## config.mk

```make
export PLATFORM = sky130hd
export DESIGN_NAME = dt_tree_walker
export DESIGN_NICKNAME = d
export VERILOG_FILES = /design/src/rtl/dt_pkg.sv /design/src/rtl/dt_node_unpack.sv /design/src/rtl/dt_tree_walker.sv
export SDC_FILE = /design/constraint.sdc
export NUM_CORES = 1
export LEC_CHECK = 0
export ABC_AREA = 1
export BUFFER_PORTS_ARGS = -buffer_cell sky130_fd_sc_hd__buf_4
export CAP_MARGIN = 5
export CORE_MARGIN = 10
export CORE_UTILIZATION = 45
export CTS_BUF_LIST = sky130_fd_sc_hd__clkbuf_2
export CTS_CLUSTER_DIAMETER = 100
export CTS_CLUSTER_SIZE = 28
export DETAILED_ROUTE_END_ITERATION = 10
export MAX_ROUTING_LAYER = met4
export PLACE_DENSITY = 0.79
export SLEW_MARGIN = 20
export SYNTH_ARGS = -nofsm -noshare
export SYNTH_HDL_FRONTEND = slang
export SYNTH_HIERARCHICAL = 1
export SYNTH_SLANG_ARGS = --single-unit
```

## constraint.sdc

```tcl
create_clock -name clk -period 3.8 [get_ports clk]
set_input_delay 0 -clock clk [delete_from_list [all_inputs] [get_ports clk]]
set_output_delay 0 -clock clk [all_outputs]
set_load 0.05 [all_outputs]
```

## src/rtl/dt_pkg.sv

```systemverilog
// Shared definitions for the decision-tree walker: node-word field widths,
// bit offsets, total node width and the walker state encoding.
package dt_pkg;

  localparam int FEAT_W_DEF      = 16;
  localparam int FEAT_IDX_W_DEF  = 6;
  localparam int NODE_ADDR_W_DEF = 10;
  localparam int CLASS_W_DEF     = 2;

  // Node word, MSB to LSB: leaf | class | feat_idx | threshold | left | right
  function automatic int node_w(int fw, int iw, int aw, int cw);
    return 1 + cw + iw + fw + 2 * aw;
  endfunction

  function automatic int left_lsb(int aw);
    return aw;
  endfunction

  function automatic int thr_lsb(int aw);
    return 2 * aw;
  endfunction

  function automatic int idx_lsb(int fw, int aw);
    return 2 * aw + fw;
  endfunction

  function automatic int class_lsb(int fw, int iw, int aw);
    return 2 * aw + fw + iw;
  endfunction

  function automatic int leaf_pos(int fw, int iw, int aw, int cw);
    return 2 * aw + fw + iw + cw;
  endfunction

  localparam int NODE_W_DEF = node_w(FEAT_W_DEF, FEAT_IDX_W_DEF, NODE_ADDR_W_DEF, CLASS_W_DEF);

  typedef enum logic [2:0] {
    IDLE,
    NODE_REQ,
    NODE_CAP,
    FEAT_REQ,
    FEAT_CAP,
    DONE
  } dt_state_e;

endpackage

```

## src/rtl/dt_node_unpack.sv

```systemverilog
// Purely combinational split of a node-memory word into its named fields.
// Also used by the tree-loader checker, so keep it free of state.
module dt_node_unpack
  import dt_pkg::*;
#(
  parameter int FEAT_W      = FEAT_W_DEF,
  parameter int FEAT_IDX_W  = FEAT_IDX_W_DEF,
  parameter int NODE_ADDR_W = NODE_ADDR_W_DEF,
  parameter int CLASS_W     = CLASS_W_DEF,
  localparam int NODE_W     = node_w(FEAT_W, FEAT_IDX_W, NODE_ADDR_W, CLASS_W)
) (
  input  logic [NODE_W-1:0]      node_i,
  output logic                   leaf_o,
  output logic [CLASS_W-1:0]     class_o,
  output logic [FEAT_IDX_W-1:0]  feat_idx_o,
  output logic [FEAT_W-1:0]      thr_o,
  output logic [NODE_ADDR_W-1:0] left_o,
  output logic [NODE_ADDR_W-1:0] right_o
);

  assign leaf_o     = node_i[leaf_pos(FEAT_W, FEAT_IDX_W, NODE_ADDR_W, CLASS_W)];
  assign class_o    = node_i[class_lsb(FEAT_W, FEAT_IDX_W, NODE_ADDR_W) +: CLASS_W];
  assign feat_idx_o = node_i[idx_lsb(FEAT_W, NODE_ADDR_W) +: FEAT_IDX_W];
  assign thr_o      = node_i[thr_lsb(NODE_ADDR_W) +: FEAT_W];
  assign left_o     = node_i[left_lsb(NODE_ADDR_W) +: NODE_ADDR_W];
  assign right_o    = node_i[0 +: NODE_ADDR_W];

endmodule

```

## src/rtl/dt_tree_walker.sv

```systemverilog
// Walks the decision tree in node memory from the root to a leaf and reports
// the predicted class. Define DT_SIGNED_CMP_EN for signed feature/threshold compare.
module dt_tree_walker
  import dt_pkg::*;
#(
  parameter int FEAT_W      = FEAT_W_DEF,
  parameter int FEAT_IDX_W  = FEAT_IDX_W_DEF,
  parameter int NODE_ADDR_W = NODE_ADDR_W_DEF,
  parameter int CLASS_W     = CLASS_W_DEF,
  parameter int ROOT_ADDR   = 0,
  parameter int MAX_DEPTH   = 32,
  localparam int NODE_W     = node_w(FEAT_W, FEAT_IDX_W, NODE_ADDR_W, CLASS_W),
  localparam int DEPTH_W    = $clog2(MAX_DEPTH + 1)
) (
  input  logic                   clk,
  input  logic                   rst,
  input  logic                   start,
  output logic                   busy,
  output logic                   node_rd_en,
  output logic [NODE_ADDR_W-1:0] node_addr,
  input  logic [NODE_W-1:0]      node_rdata,
  output logic                   feat_rd_en,
  output logic [FEAT_IDX_W-1:0]  feat_addr,
  input  logic [FEAT_W-1:0]      feat_rdata,
  output logic [CLASS_W-1:0]     class_out,
  output logic                   class_valid,
  output logic                   depth_err
);

  dt_state_e              state_q, state_d;
  logic                   start_q;
  logic [NODE_ADDR_W-1:0] cur_addr_q, cur_addr_d;
  logic [DEPTH_W-1:0]     depth_q, depth_d;
  logic [FEAT_IDX_W-1:0]  feat_idx_q, feat_idx_d;
  logic [FEAT_W-1:0]      thr_q, thr_d;
  logic [NODE_ADDR_W-1:0] left_q, left_d, right_q, right_d;
  logic [CLASS_W-1:0]     class_q, class_d;
  logic                   err_q, err_d;

  logic                   n_leaf;
  logic [CLASS_W-1:0]     n_class;
  logic [FEAT_IDX_W-1:0]  n_idx;
  logic [FEAT_W-1:0]      n_thr;
  logic [NODE_ADDR_W-1:0] n_left, n_right;
  logic                   go_left;

  dt_node_unpack #(
    .FEAT_W      (FEAT_W),
    .FEAT_IDX_W  (FEAT_IDX_W),
    .NODE_ADDR_W (NODE_ADDR_W),
    .CLASS_W     (CLASS_W)
  ) u_unpack (
    .node_i     (node_rdata),
    .leaf_o     (n_leaf),
    .class_o    (n_class),
    .feat_idx_o (n_idx),
    .thr_o      (n_thr),
    .left_o     (n_left),
    .right_o    (n_right)
  );

  // Equality goes left in both compare modes.
`ifdef DT_SIGNED_CMP_EN
  assign go_left = $signed(feat_rdata) <= $signed(thr_q);
`else
  assign go_left = feat_rdata <= thr_q;
`endif

  // NOTE: sequential state uses non-blocking assignments so every register
  // samples its _d value from the same clock edge, independent of block order.
  always_ff @(posedge clk or posedge rst) begin
    if (rst) begin
      state_q    <= IDLE;
      start_q    <= 1'b0;
      cur_addr_q <= '0;
      depth_q    <= '0;
      feat_idx_q <= '0;
      thr_q      <= '0;
      left_q     <= '0;
      right_q    <= '0;
      class_q    <= '0;
      err_q      <= 1'b0;
    end else begin
      state_q    <= state_d;
      start_q    <= start;
      cur_addr_q <= cur_addr_d;
      depth_q    <= depth_d;
      feat_idx_q <= feat_idx_d;
      thr_q      <= thr_d;
      left_q     <= left_d;
      right_q    <= right_d;
      class_q    <= class_d;
      err_q      <= err_d;
    end
  end

  // NOTE: every signal written here gets a default first, so no path can
  // leave one unassigned and infer a latch.
  always_comb begin
    state_d    = state_q;
    cur_addr_d = cur_addr_q;
    depth_d    = depth_q;
    feat_idx_d = feat_idx_q;
    thr_d      = thr_q;
    left_d     = left_q;
    right_d    = right_q;
    class_d    = class_q;
    err_d      = err_q;
    unique case (state_q)
      IDLE: begin
        if (start && !start_q) begin
          cur_addr_d = NODE_ADDR_W'(ROOT_ADDR);
          depth_d    = '0;
          class_d    = '0;
          err_d      = 1'b0;
          state_d    = NODE_REQ;
        end
      end
      NODE_REQ: state_d = NODE_CAP;
      NODE_CAP: begin
        feat_idx_d = n_idx;
        thr_d      = n_thr;
        left_d     = n_left;
        right_d    = n_right;
        if (n_leaf) begin
          class_d = n_class;
          err_d   = 1'b0;
          state_d = DONE;
        end else if (depth_q == DEPTH_W'(MAX_DEPTH)) begin
          class_d = '0;
          err_d   = 1'b1;
          state_d = DONE;
        end else begin
          state_d = FEAT_REQ;
        end
      end
      FEAT_REQ: state_d = FEAT_CAP;
      FEAT_CAP: begin
        // depth_q < MAX_DEPTH here, so the increment cannot wrap
        cur_addr_d = go_left ? left_q : right_q;
        depth_d    = depth_q + DEPTH_W'(1);
        state_d    = NODE_REQ;
      end
      DONE:    state_d = IDLE;
      default: state_d = IDLE;
    endcase
  end

  assign busy        = (state_q == NODE_REQ) || (state_q == NODE_CAP) ||
                       (state_q == FEAT_REQ) || (state_q == FEAT_CAP);
  assign node_rd_en  = (state_q == NODE_REQ);
  assign node_addr   = node_rd_en ? cur_addr_q : '0;
  assign feat_rd_en  = (state_q == FEAT_REQ);
  assign feat_addr   = feat_rd_en ? feat_idx_q : '0;
  assign class_valid = (state_q == DONE);
  assign class_out   = class_q;
  assign depth_err   = err_q;

endmodule
```

# Word-level counts from Yosys, hierarchy flattened

Cells that the tools add are included.

Register bits: 65
Input port bits: 64
Output and inout bits: 23
Word-level logic and storage cells: 49

Add/sub/neg operators: 1
Magnitude comparators: 1
Equality and inequality tests: 8
Mux-type cells: 19
Reductions and logical operators: 10

Operator list:

| cell                                                                  | number |
|---|---|
| 10-bit two-way mux                                                    | 3 |
| 10-bit case mux with 2 select lines                                   | 1 |
| 16-bit less-or-equal comparator                                       | 1 |
| 3-bit case mux with 5 select lines                                    | 1 |
| 6-bit two-way mux                                                     | 2 |
| 6-bit case mux with 2 select lines                                    | 1 |
| 3-bit two-way mux                                                     | 3 |
| 6-bit by 1-bit adder with 6-bit output, second input constant         | 1 |
| 3-bit by 2-bit equality test with 1-bit output, second input constant | 2 |
| 3-bit equality test, second input constant                            | 2 |
| 6-bit equality test, second input constant                            | 1 |
| 2-bit two-way mux                                                     | 3 |
| 2-bit case mux with 2 select lines                                    | 1 |
| 2-bit nonzero test                                                    | 2 |
| 3-bit by 1-bit equality test with 1-bit output, second input constant | 1 |
| 3-bit logical NOT                                                     | 1 |
| 1-bit logical OR                                                      | 3 |
| 1-bit two-way mux                                                     | 3 |
| 3-bit inequality test, second input constant                          | 1 |
| 3-bit AND reduction                                                   | 1 |
| 2-bit inequality test, second input constant                          | 1 |
| 1-bit case mux with 2 select lines                                    | 1 |
| 2-bit AND reduction                                                   | 1 |
| 1-bit logical AND                                                     | 1 |
| 1-bit logical NOT                                                     | 1 |

# Depth between registers and ports, before layout

Gate-level depths: netlist (run 1).

Depth in word-level cells: 4
Depth in mapped cells: 15

# Modules after synthesis

The synthesis (run 1) kept the hierarchy.

Modules (own cells, without submodules):

| module         | times used | cells an instance | area an instance (um2) | seq. area each (um2) |
|---|---|---|---|---|
| dt_tree_walker | 1          | 396               | 3228.1                 | 1626.6 |
| dt_node_unpack | 1          | 45                | 337.8                  | 0.0 |

# Worst setup path after synthesis (run 1)

Ideal clock, no wire load.

Kind: register to output
From: reg state_q[0]
To: out feat_addr[0]
Arrival time: 2.675 ns
Required time: 3.800 ns
Path slack: 1.125 ns
Cell stages (with the launch flop): 5
Path through: dfrtp_1 -> inv_1 -> nor3_1 -> inv_1 -> nor2_1

Word-level cells in the longest chain between the ends: 2

RTL lines:

| what                                           | line                  | RTL |
|---|---|---|
| start: declaration                             | dt_tree_walker.sv:30  | `dt_state_e state_q, state_d;` |
| start signal: assignment                       | dt_tree_walker.sv:84  | `state_q <= state_d;` |
| 3-bit by 2-bit equality test with 1-bit output | dt_tree_walker.sv:153 | `assign feat_rd_en = (state_q == FEAT_REQ);` |
| named net feat_rd_en                           | dt_tree_walker.sv:22  | `output logic feat_rd_en,` |
| 6-bit two-way mux                              | dt_tree_walker.sv:154 | `assign feat_addr = feat_rd_en ? feat_idx_q : '0;` |
| end: declaration                               | dt_tree_walker.sv:23  | `output logic [FEAT_IDX_W-1:0] feat_addr,` |

The timed path passes the listed nets, and every way through them passes these cells.

# Worst setup path in the final report (run 1)

From: reg state_q[2]
To: out busy

Word-level cells in the longest chain between the ends: 4
Elaborated cells between the ends (all ways): 7
Those cells by class: eq/ne (4); reduce/logical (3)

RTL lines:

| what                                                                                                             | line                  | RTL |
|---|---|---|
| 3-bit by 1-bit equality test with 1-bit output or 3-bit by 2-bit equality test with 1-bit output (tied branches) | dt_tree_walker.sv:149 | `assign busy = (state_q == NODE_REQ) \|\| (state_q == NODE_CAP) \|\|` |
| 1-bit logical OR (2 in series)                                                                                   | dt_tree_walker.sv:149 |  |
| 1-bit logical OR *                                                                                               | dt_tree_walker.sv:150 | `(state_q == FEAT_REQ) \|\| (state_q == FEAT_CAP);` |
| end: declaration                                                                                                 | dt_tree_walker.sv:18  | `output logic busy,` |

Mark *: on every way between the ends. The rest lies on a longest branch, timed or not.

==> results of run 1 <==
[worst max-delay path, stage by stage (launching register included)]
cell and delay [ps]:
dfrtp_1 490, nor3_4 190, buf_4 570, inv_1 260, nand4_1 160, buf_4 210
[cells in the mapped netlist, types with 2 or more instances]
cell	n
a21oi_1	6
nand2_1	105
nand3_1	29
nor3_1	2
ha_1	18
o21ai_0	40
dfrtp_1	65
clkbuf_1	3
nand4_1	2
inv_1	70
buf_2	6
o21ai_1	7
buf_4	49
nor2_1	26
[repair_timing]
| item | CTS | global route |
|---|---|---|
| setup endpoints to repair | 0 | 0 |
| hold buffers | 47 | 0 |
| endpoints found under the hold margin | 116 | 0 |
[through the flow]
step / hold slack (ps) / utilization
floorplan: 31.43 / -
global placement: 127.0 / 0.5091
detailed placement: 129.3 / 0.5091
CTS: 143.7 / 0.5797
global route: 175.1 / 0.5797
finish: 186.4 / 0.5797
[worst min-delay path by stage]
stage / endpoint / startpoint / slack, ps / cells past startpoint
3_5_place_dp: start_q$_DFF_PP0_ / start / 130 / 1
5_1_grt: start_q$_DFF_PP0_ / start / 180 / 2
6_report: start_q$_DFF_PP0_ / start / 190 / 2
2_1_floorplan: start_q$_DFF_PP0_ / start / 30 / 0
3_3_place_gp: start_q$_DFF_PP0_ / start / 130 / 1
4_1_cts: start_q$_DFF_PP0_ / start / 140 / 2
[registers in the layout, summed over array words and instances (netlist names)]
name        flops
thr_q          16
cur_addr_q     10
left_q         10
right_q        10
depth_q         6
feat_idx_q      6
state_q         3
class_out       2
depth_err       1
start_q         1
[layer usage]
layer	routed length (um)	track usage
met3	499	0.03481
met4	77	0.04520
met2	4146	0.2481
met5	0	-
met1	3517	0.1629
[power by group through the flow]
| stage | Combinational (mW) | Clock [mW] | Sequential [mW] |
|---|---|---|---|
| floorplan | 1.06 | 0 | 1.15 |
| global placement | 1.34 | 0 | 1.13 |
| detailed placement | 1.40 | 0 | 1.15 |
| CTS | 1.45 | 0.335 | 1.13 |
| global route | 1.61 | 0.363 | 1.16 |
| finish | 1.43 | 0.320 | 1.13 |
[area by class of cell]
cell class / count / area (um^2)
fill: 680 / 3248
sequential: 65 / 1627
multi-input combinational: 247 / 1256
timing repair buffer: 135 / 1131
inverter: 70 / 262.8
tap: 102 / 127.6
clock buffer: 10 / 50.05
clock inverter: 6 / 25.02
[cells by family (layout without fill, tap and decap cells)]
logic type | Yosys count | after routing | share of synthesized area
adder cells (fa/ha/maj) | 18 | 18 | 0.06316
flip-flops | 65 | 65 | 0.4561
XOR/XNOR | 1 | 1 | 0.002457
AO/OA/AOI/OAI | 59 | 59 | 0.08877
buffers and inverters | 129 | 221 | 0.1916
AND/OR/NAND/NOR | 169 | 169 | 0.1979
==> impl_metrics.toml, run 1 <==
[cts]
htreeDepth = 3
cts_tree = "done"
cts_setup_buffers = 0
cts_resized = 0
clk_pin_slew_worst_paths_ps = 180
clockBufferDepth = 2
cts_sinks = 65
root_buffer = "clkbuf_2"
insertion_delay_ps = 470
cts_buffers = 9

[detailed_routing]
drtPass1Iterations = 4
routed_via_density = 4.633
drc = 0
wirelength_um = 8240
drt_iter0_drc = 124
dr_total_vias = 2942
avgRoutedWirePerCell_um = 12.98
ant_nets = 0

[sta]
final.setup.worst_slack_ps = 1412
relSlewSlack = 0.4598
setup_viol = 0
timing.fmax_mhz = 418.7
fin_setup_tns_ps = 0
period_minus_slack_ps = 2388
drv_slew = 0
rsz0062_at_grt = "false"
worst_slew_pin_slew_ps = 810.3
finalHoldViolCount = 0
fin_crit_sh = 0.6285
skew_ps = 25.19

[layout]
diodes = 0
fin_nets = 610
final_common_cell = "nand2_1"
layout.cells.non_filler = 635
drive_above_1_share = 0.1970
final_cell_mix = "nand2_1 (105), buf_4 (88), inv_1 (69)"
design_area_um2 = 4479
area_growth_pct = 25.61

[grt]
antenna_found_initial = 0
grt_pass1_vias = 3013
track_usage = 0.1447
grt_pass1_wl_um = 13520
grt_max_degree = 89
grt_overflow = 0

[setup_path]
worst_r2r_endpoint = "cur_addr_q[7]$_DFFE_PP0P_"
crit_type = "register to output pin"
reg2reg_from = "thr_q[15]$_DFFE_PP0P_"
crit_path_start_kind = "register"
r2r_slack_ps = 1630
timing.critical_path.to = "busy"
worstSetupEndpointType = "output pin"
r2r_cells = 9
path_max_fanout = 88
required_ps = 3800
worstPathArrival_ps = 2390
critPathLaunch = "state_q[2]$_DFFE_PP0P_"

[synth]
synth_cell_types = 27
synth_top_area_frac = 0.4561
yosysWarnings = 6
ys_async_sr_fraction = 1.000
syn_inst = 441
synth_top_area_cell = "dfrtp_1"
yosysSeqAreaShare = 0.4561
synth-main-ff-cell = "dfrtp_1"
postSynthAreaPerCell_um2 = 8.086
synth_enable_flop_cells = 0
syn_nets = 523
ys_seq_elements = 65
ys_top_cells_by_area = "dfrtp_1 (46%), nand2_1 (11%), buf_4 (10%)"
syn_area_um2 = 3566

[place]
portBuffers = 86
hpwl_um = 5858
pre_cts_slack_ps = 1662
place_area_um2 = 3934
place_congestion = 0.7780
dp_cells = 572

[power_and_ir_drop]
p_leak_nw = 2.331
total_power_mw = 2.873
internal_power_mw = 1.562
combPwrFrac = 0.496
p_clk_frac = 0.111
power.switching_mw = 1.311
sequentialPowerShare = 0.392
swShare = 0.4564
p_per_area_nw_per_um2 = 641.3
peakVddDrop_mv = 0.2993

[floorplanning]
fp.dieH_um = 109.0
die_w_um = 109.0
rows = 32
start_util = 0.4615
core_um2 = 7727
ios = 87
die-area_um2 = 11890

[hold_path]
hp-class = "input port to register"

[run_status]
status = "completed"

[flow_run]
maxCapViolCount = 0
No activity file was read; power rests on OpenSTA's default activity.
==> run 2, diff against run 1 <==
- PLACE_DENSITY: 0.79 -> 0.82
- clock period: 3.8 -> 2 ns (I/O delays scaled with it)
==> impl_metrics.toml, run 2 (same netlist as run 1, synthesis figures left out) <==
[layout]
drive_above_1_share = 0.2108
finalCoreUtilization = 0.5894
diodes = 0
top_register = "thr_q"
largest_register_ffs = 16
final_cell_mix = "nand2_1 (104), buf_4 (90), inv_1 (68)"
area_growth_pct = 27.72
final_common_cell = "nand2_1"
design_area_um2 = 4554
fin_nets = 613

[sta]
skew_ps = 24.40
relSlewSlack = 0.5697
rsz0062_at_grt = "false"
period_minus_slack_ps = 1861
fin_crit_sh = 0.9304
timing.fmax_mhz = 537.4
drv_slew = 0
worst_slew_pin_slew_ps = 644.5
setup_viol = 0
finalHoldViolCount = 0

[power_and_ir_drop]
total_power_mw = 5.678
p_per_area_nw_per_um2 = 1247
p_leak_nw = 2.360
peakVddDrop_mv = 0.5259

[setup_path]
crit_type = "register to output pin"
required_ps = 2000
worstPathArrival_ps = 1860
worst_r2r_endpoint = "cur_addr_q[0]$_DFFE_PP0P_"
r2r_cells = 12
path_max_fanout = 8
crit_path_start_kind = "register"
reg2reg_from = "thr_q[7]$_DFFE_PP0P_"
r2r_slack_ps = 230
worstSetupEndpointType = "output pin"

[grt]
grt_pass1_wl_um = 14860
antenna_found_initial = 0
grt_overflow = 0
track_usage = 0.1608
grt_pass1_vias = 3245
grt_max_degree = 45

[detailed_routing]
wirelength_um = 8782
drc = 0
ant_nets = 0
routed_via_density = 4.757
avgRoutedWirePerCell_um = 13.76
drtPass1Iterations = 4
drt_iter0_drc = 133
dr_total_vias = 3035

[place]
hpwl_um = 6158
place_congestion = 0.8151
portBuffers = 86
place_area_um2 = 3981

[floorplanning]
rows = 32
die_w_um = 109.0
start_util = 0.4615
ios = 87
fp.dieH_um = 109.0
die-area_um2 = 11890
core_um2 = 7727

[cts]
cts_tree = "done"
htreeDepth = 3
clk_pin_slew_worst_paths_ps = 180
clockBufferDepth = 2
cts_buffers = 9
cts_sinks = 65
root_buffer = "clkbuf_2"
insertion_delay_ps = 500
cts_setup_buffers = 0

[flow_run]
maxCapViolCount = 0

[run_status]
status = "completed"

[hold_path]
hp-class = "input port to asynchronous set/reset pin"
[run 2: cell count changes in the layout (fill, tap and decap cells not counted), moves of 2 or more]
| cell | change |
|---|---|
| nor3_2 | +2 |
| buf_4 | +2 |
| nor3_1 | -2 |
| clkinv_2 | -2 |
[run 2: worst max path at each step]
stage	slack, ps	endpoint	depth (start not counted)	start
2_1_floorplan	-170	node_addr[0]	4	state_q[2]$_DFFE_PP0P_
3_3_place_gp	250	cur_addr_q[0]$_DFFE_PP0P_	11	thr_q[7]$_DFFE_PP0P_
3_5_place_dp	160	cur_addr_q[3]$_DFFE_PP0P_	11	thr_q[7]$_DFFE_PP0P_
4_1_cts	60	busy	4	state_q[2]$_DFFE_PP0P_
5_1_grt	20	busy	4	state_q[2]$_DFFE_PP0P_
6_report	140	feat_addr[4]	4	state_q[2]$_DFFE_PP0P_
[run 2: layout make-up]
type | count | area [um^2]
Fill cell | 691 | 3173
Sequential cell | 65 | 1628
Multi-Input combinational cell | 247 | 1271
Timing Repair Buffer | 138 | 1166
Inverter | 70 | 262.8
Tap cell | 102 | 127.6
Clock buffer | 10 | 50.05
Clock inverter | 6 | 48.80
[run 2: power by group]
part | switching [mW] | total [mW] | internal [mW]
Sequential | 0.255 | 2.16 | 1.90
Clock | 0.450 | 0.725 | 0.275
Combinational | 1.84 | 2.80 | 0.956
Total | 2.55 | 5.68 | 3.13
[run 2: routing by layer]
metal  part of all wire  vias to the layer above  global-route usage  routed length (um)
met5                  0                        -                   -                   0
met4              0.012                        0             0.04896                 101
met3              0.050                       10             0.03481                 443
met2               0.51                       91              0.2746                4508
met1               0.42                     1432              0.1847                3729
li1                   -                     1502                   -                   -
[run 2: stage by stage]
step | hold slack (ps) | TNS [ps] | std cells | setup WS, ps
after floorplan | 31.43 | -2587 | 441 | -173.0
after global placement | 122.1 | 0 | 575 | 252.6
after detailed placement | 126.8 | 0 | 575 | 162.6
after CTS | 135.8 | 0 | 638 | 62.01
after global routing | 122.3 | 0 | 638 | 19.06
final | 130.9 | 0 | 638 | 139.2
[run 2: timing repair]
action | in CTS | in global routing
hold buffers | 47 | 0
endpoints found under the hold margin | 79 | 0
setup endpoints to repair | 0 | 14
resized for setup | 0 | 3
[run 2: critical path: stages (launching register included)]
cell and delay [ps]:
dfrtp_1 510, nor3_2 290, inv_1 200, nor2_1 150, buf_4 220
